--- src/rtl/tmds_pkg.sv ---
// Shared constants for the TMDS DDR serializer: word geometry and channel lanes.
package tmds_pkg;

  localparam int TMDS_WORD_W = 10;
  localparam int TMDS_SLOTS  = 5;
  localparam int CNT_W       = 3;

  // Slot index in which a fresh word is captured (the last slot of a word).
  localparam logic [CNT_W-1:0] LOAD_SLOT = CNT_W'(TMDS_SLOTS - 1);

  localparam int CH_R   = 0;
  localparam int CH_G   = 1;
  localparam int CH_B   = 2;
  localparam int NUM_CH = 3;

endpackage

--- src/rtl/tmds_ddr_shifter.sv ---
// One TMDS lane: captures a 10-bit word on load and feeds it out two bits per
// cycle, LSB first, as a rising/falling pair for a DDR output cell.
module tmds_ddr_shifter
  import tmds_pkg::*;
(
  input  logic                   serclk,
  input  logic                   rst,
  input  logic                   load,
  input  logic [TMDS_WORD_W-1:0] word,
  output logic                   rising,
  output logic                   falling
);

  // Bits 9..2 still waiting to go out; bits 1..0 leave straight from the input.
  logic [TMDS_WORD_W-3:0] sh;

  // Load the pair for slot 0 directly from the word, otherwise shift by two.
  always_ff @(posedge serclk) begin
    if (rst) begin
      sh      <= '0;
      rising  <= 1'b0;
      falling <= 1'b0;
    end else if (load) begin
      rising  <= word[0];
      falling <= word[1];
      sh      <= word[TMDS_WORD_W-1:2];
    end else begin
      rising  <= sh[0];
      falling <= sh[1];
      sh      <= sh >> 2;
    end
  end

endmodule

--- src/rtl/tmds_ddr_serializer.sv ---
// DVI serializer: three TMDS data lanes plus the TMDS clock channel, all in the
// serclk domain at two bits per channel per cycle.
//
// Strobe semantics: there is no handshake. load is high for one cycle in every
// five; the r/g/b values present at the edge ending that cycle are the next
// word sent, and values at any other time are ignored. The source cannot stall.
module tmds_ddr_serializer
  import tmds_pkg::*;
(
  input  logic                   serclk,
  input  logic                   rst,
  input  logic [TMDS_WORD_W-1:0] r,
  input  logic [TMDS_WORD_W-1:0] g,
  input  logic [TMDS_WORD_W-1:0] b,
  output logic                   load,
  output logic [NUM_CH-1:0]      rising,
  output logic [NUM_CH-1:0]      falling,
  output logic                   clk
);

  logic [CNT_W-1:0] cnt;

  // Slot counter 0..4; reset parks it on the load slot so the first live edge captures.
  always_ff @(posedge serclk) begin
    if (rst) begin
      cnt <= LOAD_SLOT;
    end else if (cnt == LOAD_SLOT) begin
      cnt <= '0;
    end else begin
      cnt <= cnt + CNT_W'(1);
    end
  end

  assign load = (cnt == LOAD_SLOT);

  // TMDS clock: high while slots 0-2 are on the pins, so its rising edge lines up with bit 0.
  always_ff @(posedge serclk) begin
    if (rst) begin
      clk <= 1'b0;
    end else begin
      clk <= (cnt == LOAD_SLOT) || (cnt == CNT_W'(0)) || (cnt == CNT_W'(1));
    end
  end

  tmds_ddr_shifter u_lane_r (
    .serclk  (serclk),
    .rst     (rst),
    .load    (load),
    .word    (r),
    .rising  (rising[CH_R]),
    .falling (falling[CH_R])
  );

  tmds_ddr_shifter u_lane_g (
    .serclk  (serclk),
    .rst     (rst),
    .load    (load),
    .word    (g),
    .rising  (rising[CH_G]),
    .falling (falling[CH_G])
  );

  tmds_ddr_shifter u_lane_b (
    .serclk  (serclk),
    .rst     (rst),
    .load    (load),
    .word    (b),
    .rising  (rising[CH_B]),
    .falling (falling[CH_B])
  );

endmodule

--- config.mk ---
export PLATFORM = sky130hd
export DESIGN_NAME = tmds_ddr_serializer
export DESIGN_NICKNAME = d
export VERILOG_FILES = /design/src/rtl/tmds_pkg.sv /design/src/rtl/tmds_ddr_shifter.sv /design/src/rtl/tmds_ddr_serializer.sv
export SDC_FILE = /design/constraint.sdc
export NUM_CORES = 1
export LEC_CHECK = 0
export ABC_CLOCK_PERIOD_IN_PS = 1700
export BUFFER_PORTS_ARGS = -buffer_cell sky130_fd_sc_hd__clkbuf_2
export CAP_MARGIN = 10
export CORE_MARGIN = 2
export CORE_UTILIZATION = 46
export DETAILED_ROUTE_END_ITERATION = 7
export GPL_ROUTABILITY_DRIVEN = 0
export PLACE_DENSITY = 0.71
export SETUP_SLACK_MARGIN = 0.1
export SLEW_MARGIN = 0
export SYNTH_ARGS = -nofsm -noshare
export SYNTH_HDL_FRONTEND = slang
export SYNTH_SLANG_ARGS = --single-unit
export TNS_END_PERCENT = 5
--- constraint.sdc ---
create_clock -name serclk -period 1.7 [get_ports serclk]
set_input_delay 0.255 -clock serclk [delete_from_list [all_inputs] [get_ports serclk]]
set_output_delay 0.255 -clock serclk [all_outputs]
set_load 0.005 [all_outputs]
# Word-level counts from Yosys, hierarchy flattened
# Cells that the tools add are included.
# Widths: inputs -> output; s select.
[totals]
ff_bits = 34
elab_cells = 34
inputBits = 32
out_inout_bits = 8
[op_classes]
mux = 10
reduce_logical = 5
addsub = 1
eq_ne = 2
bitwise_logic = 1
[op_table]
columns = ["op", "count"]
rows = [
  ["$mux 6", 3],
  ["$mux 1", 6],
  ["$reduce_or 2->1", 2],
  ["$add 3x1->3 const B", 1],
  ["$eq 3x1->1 const B", 1],
  ["$eq 3x3->1 const B", 1],
  ["$logic_not 3->1", 1],
  ["$mux 3", 1],
  ["$logic_or 1x1->1", 2],
  ["$not 1->1", 1],
]

# Depth between registers and ports, before layout
[logic_depth]
ltp_word = 3
depth_mapped = 6
depth_no_buf = 5

# Modules after synthesis
# A second synthesis with hierarchy kept.
[hier_totals]
cells_unflattened = 109
hier_area_um2 = 1239.9
[modules_own_cells]
columns = ["mod", "area_per_inst_um2", "n_inst", "cells_each", "seq_area_each_um2"]
rows = [
  ["tmds_ddr_shifter", 349.1, 3, 30, 200.2],
  ["tmds_ddr_serializer", 192.7, 1, 19, 80.1],
]

# Worst setup path after synthesis
# No wires, ideal clock.
[synth_path]
path_type = "reg-to-reg"
startpoint = "register cnt[0]"
endpoint = "register u_lane_b.falling"
stages_incl_launch_ff = 7
required_time_ps = 1634
t_arrival_ps = 1140
period_less_slack_ps = 1206
slack_ps = 494
setup_ps = 66
n_path_buf = 2
path_cell_list = "dfxtp_1 > inv_1 > ha_1 > buf_6 > buf_6 > a21bo_1 > a21oi_2"
[synth_via]
elab_chain_len = 2
[synth_rtl]
columns = ["element", "line_no", "source"]
rows = [
  ["start, declared", "tmds_ddr_serializer.sv:21", "logic [CNT_W-1:0] cnt;"],
  ["start signal, assigned", "tmds_ddr_serializer.sv:30", "cnt <= cnt + CNT_W'(1);"],
  ["$eq 3x3->1", "tmds_ddr_serializer.sv:34", "assign load = (cnt == LOAD_SLOT);"],
  ["$mux 1", "tmds_ddr_shifter.sv:23", "end else if (load) begin"],
  ["end signal, assigned", "tmds_ddr_shifter.sv:25", "falling <= word[1];"],
  ["end signal, assigned", "tmds_ddr_shifter.sv:29", "falling <= sh[1];"],
  ["end, declared", "tmds_ddr_shifter.sv:11", "output logic falling"],
]
# No other way between the ends.
# A chain may end at the register's enable or synchronous reset.

# Worst setup path after layout
[layout_path]
startpoint = "register cnt[1]"
endpoint = "output port load"
[layout_via]
elab_chain_len = 1
[layout_rtl]
columns = ["element", "line_no", "source"]
rows = [
  ["$eq 3x3->1", "tmds_ddr_serializer.sv:34", ""],
  ["end, declared", "tmds_ddr_serializer.sv:15", "output logic load,"],
]
# No other way between the ends.

==> out/qor.csv <==
stage,metric,value,unit
hold_path,hold_end,u_lane_b.sh[1],
synth,synth-edff-count,0,
die,chipWidth,62.4,um
cells_and_area,area_growth,11.9,%
worst_setup_path,worst-endpoint-required,1440,ps
pwr,peakVddDrop,0.564,mV
sta,slew_headroom,71.1,%
synth,synth_cell_type_count,17,
synth,yosysWarnings,0,
worst_setup_path,critPathArrivalTime,1250,ps
die,coreArea,0.00331,mm2
detailed_routing,vias,1116,
global_route,grt_max_degree,29,
worst_setup_path,reg2reg_slack,300,ps
sta,hold_violations,0,
synth,synthTopCellsByCount,"dfxtp_1, a21bo_1, a21oi_2, nand3_1, buf_2",
sta,fin_hold_ws,161,ps
die,ioPinCount,40,
sta,max_freq,0.663,GHz
clock_tree,htree_levels,2,
sta,setup_viol,0,
synth,syn_area,0.00157,mm2
status,run_status,"finished, final reports clean",
clock_tree,ctsHoldBuffers,0,
detailed_routing,wire_per_inst,11.1,um
synth,synth_most_common_cell,dfxtp_1,
placed_design,io_buffers,39,
clock_tree,cts_buffers,5,
worst_setup_path,critical_path.max_fanout,7,
sta,rsz0062_at_grt,no,
global_route,grt_pass1_wl,4340,um
global_route,grt_pass1_vias,1048,
die,dieArea,0.00389,mm2
run,cap_violations,0,
worst_setup_path,end_kind,output port,
synth,synth.top_cell.area_share,43.4,%
pwr,powerDensity,1030,mW/mm2
clock_tree,clock-root-buffer,clkbuf_4,
worst_setup_path,crit_chain,inv_1 -> ha_2 -> nand2_4 -> inv_2 -> clkbuf_2,
detailed_routing,ant_nets,0,
cells_and_area,fin_cells,224,
sta,worst_slew_pin_slew,433,ps
synth,syn-mean-instance-area,10.5,um2
die,rows,21,
global_route,antenna_found_initial,0,
global_route,grtUsageTotal,14.4,%
synth,ys.flop_type,dfxtp_1,
worst_setup_path,criticalPathCategory,reg -> out,
hold_path,min_from,b[3],
hold_path,holdPathStages,3,
sta,fin_skew,4.20,ps
sta,period_minus_slack,1510,ps
synth,syn_inst,149,
pwr,p_leak,0.000728,uW
synth,synthArstFlopShare,0,%
cells_and_area,drive_gt1_share,43.8,%
detailed_routing,dr.first_iter.drc_count,60,
clock_tree,cts_max_path_buffers,2,
clock_tree,post-cts-setup-buffer-count,0,
worst_setup_path,cp-start-kind,register,
cells_and_area,nets,213,
placed_design,hpwl,1770,um
global_route,grt_overflow_total,0,
pwr,fin_total_pwr,1810,uW
synth,synth_area_leader_cell,dfxtp_1,
die,die_y,62.4,um
synth,ys_seq_area_share,43.4,%
sta,setup_tns,0,ps
clock_tree,clock_sinks,34,
clock_tree,clk_latency,330,ps
synth,synth_seq_cells,34,
worst_setup_path,reg2regPathDepth,5,
sta,maxSlewViolCount,0,
clock_tree,path_clk_slew,90,ps
worst_setup_path,slowest_stage,dfxtp_1,
die,start_util,47.4,%
placed_design,placed_cells,217,
sta,min_period_over_period,88.7,%
worst_setup_path,r2r-start,cnt[1],
detailed_routing,vias_per_cell,4.98,
detailed_routing,dr.pass1.iters,4,
worst_setup_path,reg2reg_to,cnt[2],
hold_path,holdCritPathClass,in -> reg,
clock_tree,cts_tree,yes,
synth,syn_nets,184,
detailed_routing,postRouteWirelength,2480,um
detailed_routing,drc,0,
synth,synth.area.top_cells,"dfxtp_1, a21bo_1, a21oi_2, nand3_1, buf_6",
cells_and_area,antenna_cells,0,
worst_setup_path,critPathMaxStageDelay,330,ps
cells by family (layout without fill, tap and decap cells):
family	Yosys count	after routing	synth area share, %
AO/OA/AOI/OAI	50	50	29.6
adder cells (fa/ha/maj)	3	3	2.39
buffers and inverters	26	55	11.9
flip-flops	34	34	43.4
AND/OR/NAND/NOR	36	36	12.8
flip-flops by register name, summed over array words and instances, names as in the netlist:
| register | flops |
|---|---|
| u_lane_g.sh | 8 |
| u_lane_b.sh | 8 |
| u_lane_g.rising | 1 |
| clk | 1 |
| cnt | 3 |
| u_lane_r.rising | 1 |
| u_lane_g.falling | 1 |
| u_lane_b.falling | 1 |
| u_lane_b.rising | 1 |
| u_lane_r.sh | 8 |
| u_lane_r.falling | 1 |
power by group:
part / switching [uW] / total, uW / internal (uW) / leakage [uW]
Combinational: 263 / 482 / 219 / 0.000422
Sequential: 39.0 / 933 / 894 / 0.000280
Clock: 239 / 395 / 156 / 0.0000254
through the flow:
stage | utilization [%] | setup slack, ps | instance area [um2]
after floorplan | - | 494 | 1570
after global placement | 51.5 | 389 | 1700
after detailed placement | 51.5 | 332 | 1700
after CTS | 52.9 | 120 | 1750
after global routing | 53.0 | 98.0 | 1760
final | 53.0 | 192 | 1760
how the worst max path moves through the flow:
stage                      start                to  slack [ps]  depth (start not counted)
after floorplan           cnt[0]  u_lane_b.falling         490                          6
after global placement    cnt[0]            cnt[2]         390                          5
after detailed placement  cnt[0]            cnt[2]         330                          5
after CTS                 cnt[1]              load         120                          5
after global routing      cnt[1]              load         100                          5
final                     cnt[1]              load         190                          5
critical path, delay by kind of cell (launching register included):
kind / cells / cell delay (ps)
adder cells (fa/ha/maj): 1 / 220
buffers and inverters: 3 / 280
flip-flops: 1 / 330
AND/OR/NAND/NOR: 1 / 90
final cells by class:
class                   count  area, um2
clock buffers               7       45.0
fillers                   321       1560
inverters                   4       15.0
multi-input cells          89        709
flip-flops and latches     34        683
well taps                  46       57.6
repair buffers             44        245
layer usage:
layer | GRT usage (%) | vias up | share of wire (%) | wire length, um
li1 | - | 565 | - | -
met1 | 14.4 | 512 | 41 | 1010
met2 | 24.3 | 32 | 50 | 1230
met3 | 7.03 | 7 | 7.0 | 173
met4 | 8.06 | 0 | 2.5 | 63
met5 | 0 | - | 0 | 0
what timing repair did:
action | CTS | global route
gates resized for setup | 1 | 2
endpoints found under the hold margin | 0 | 0
setup endpoints to repair | 1 | 1
cell usage in the layout, fill, tap and decap left out:
cell type / count
clkbuf_2: 39
dfxtp_1: 32
nand3_1: 24
a21bo_1: 24
a21oi_2: 24
nor3b_1: 7
clkbuf_4: 5
buf_4: 4
inv_1: 3
ha_1: 2
clkbuf_1: 2
dfxtp_2: 2
nand2_4: 1
inv_2: 1
nor2_1: 1
nor2b_1: 1
a211o_1: 1
nand2b_1: 1
a21oi_1: 1
nor3_1: 1
ha_2: 1
buf_12: 1
Note: power is estimated with default switching activity, not from simulation.
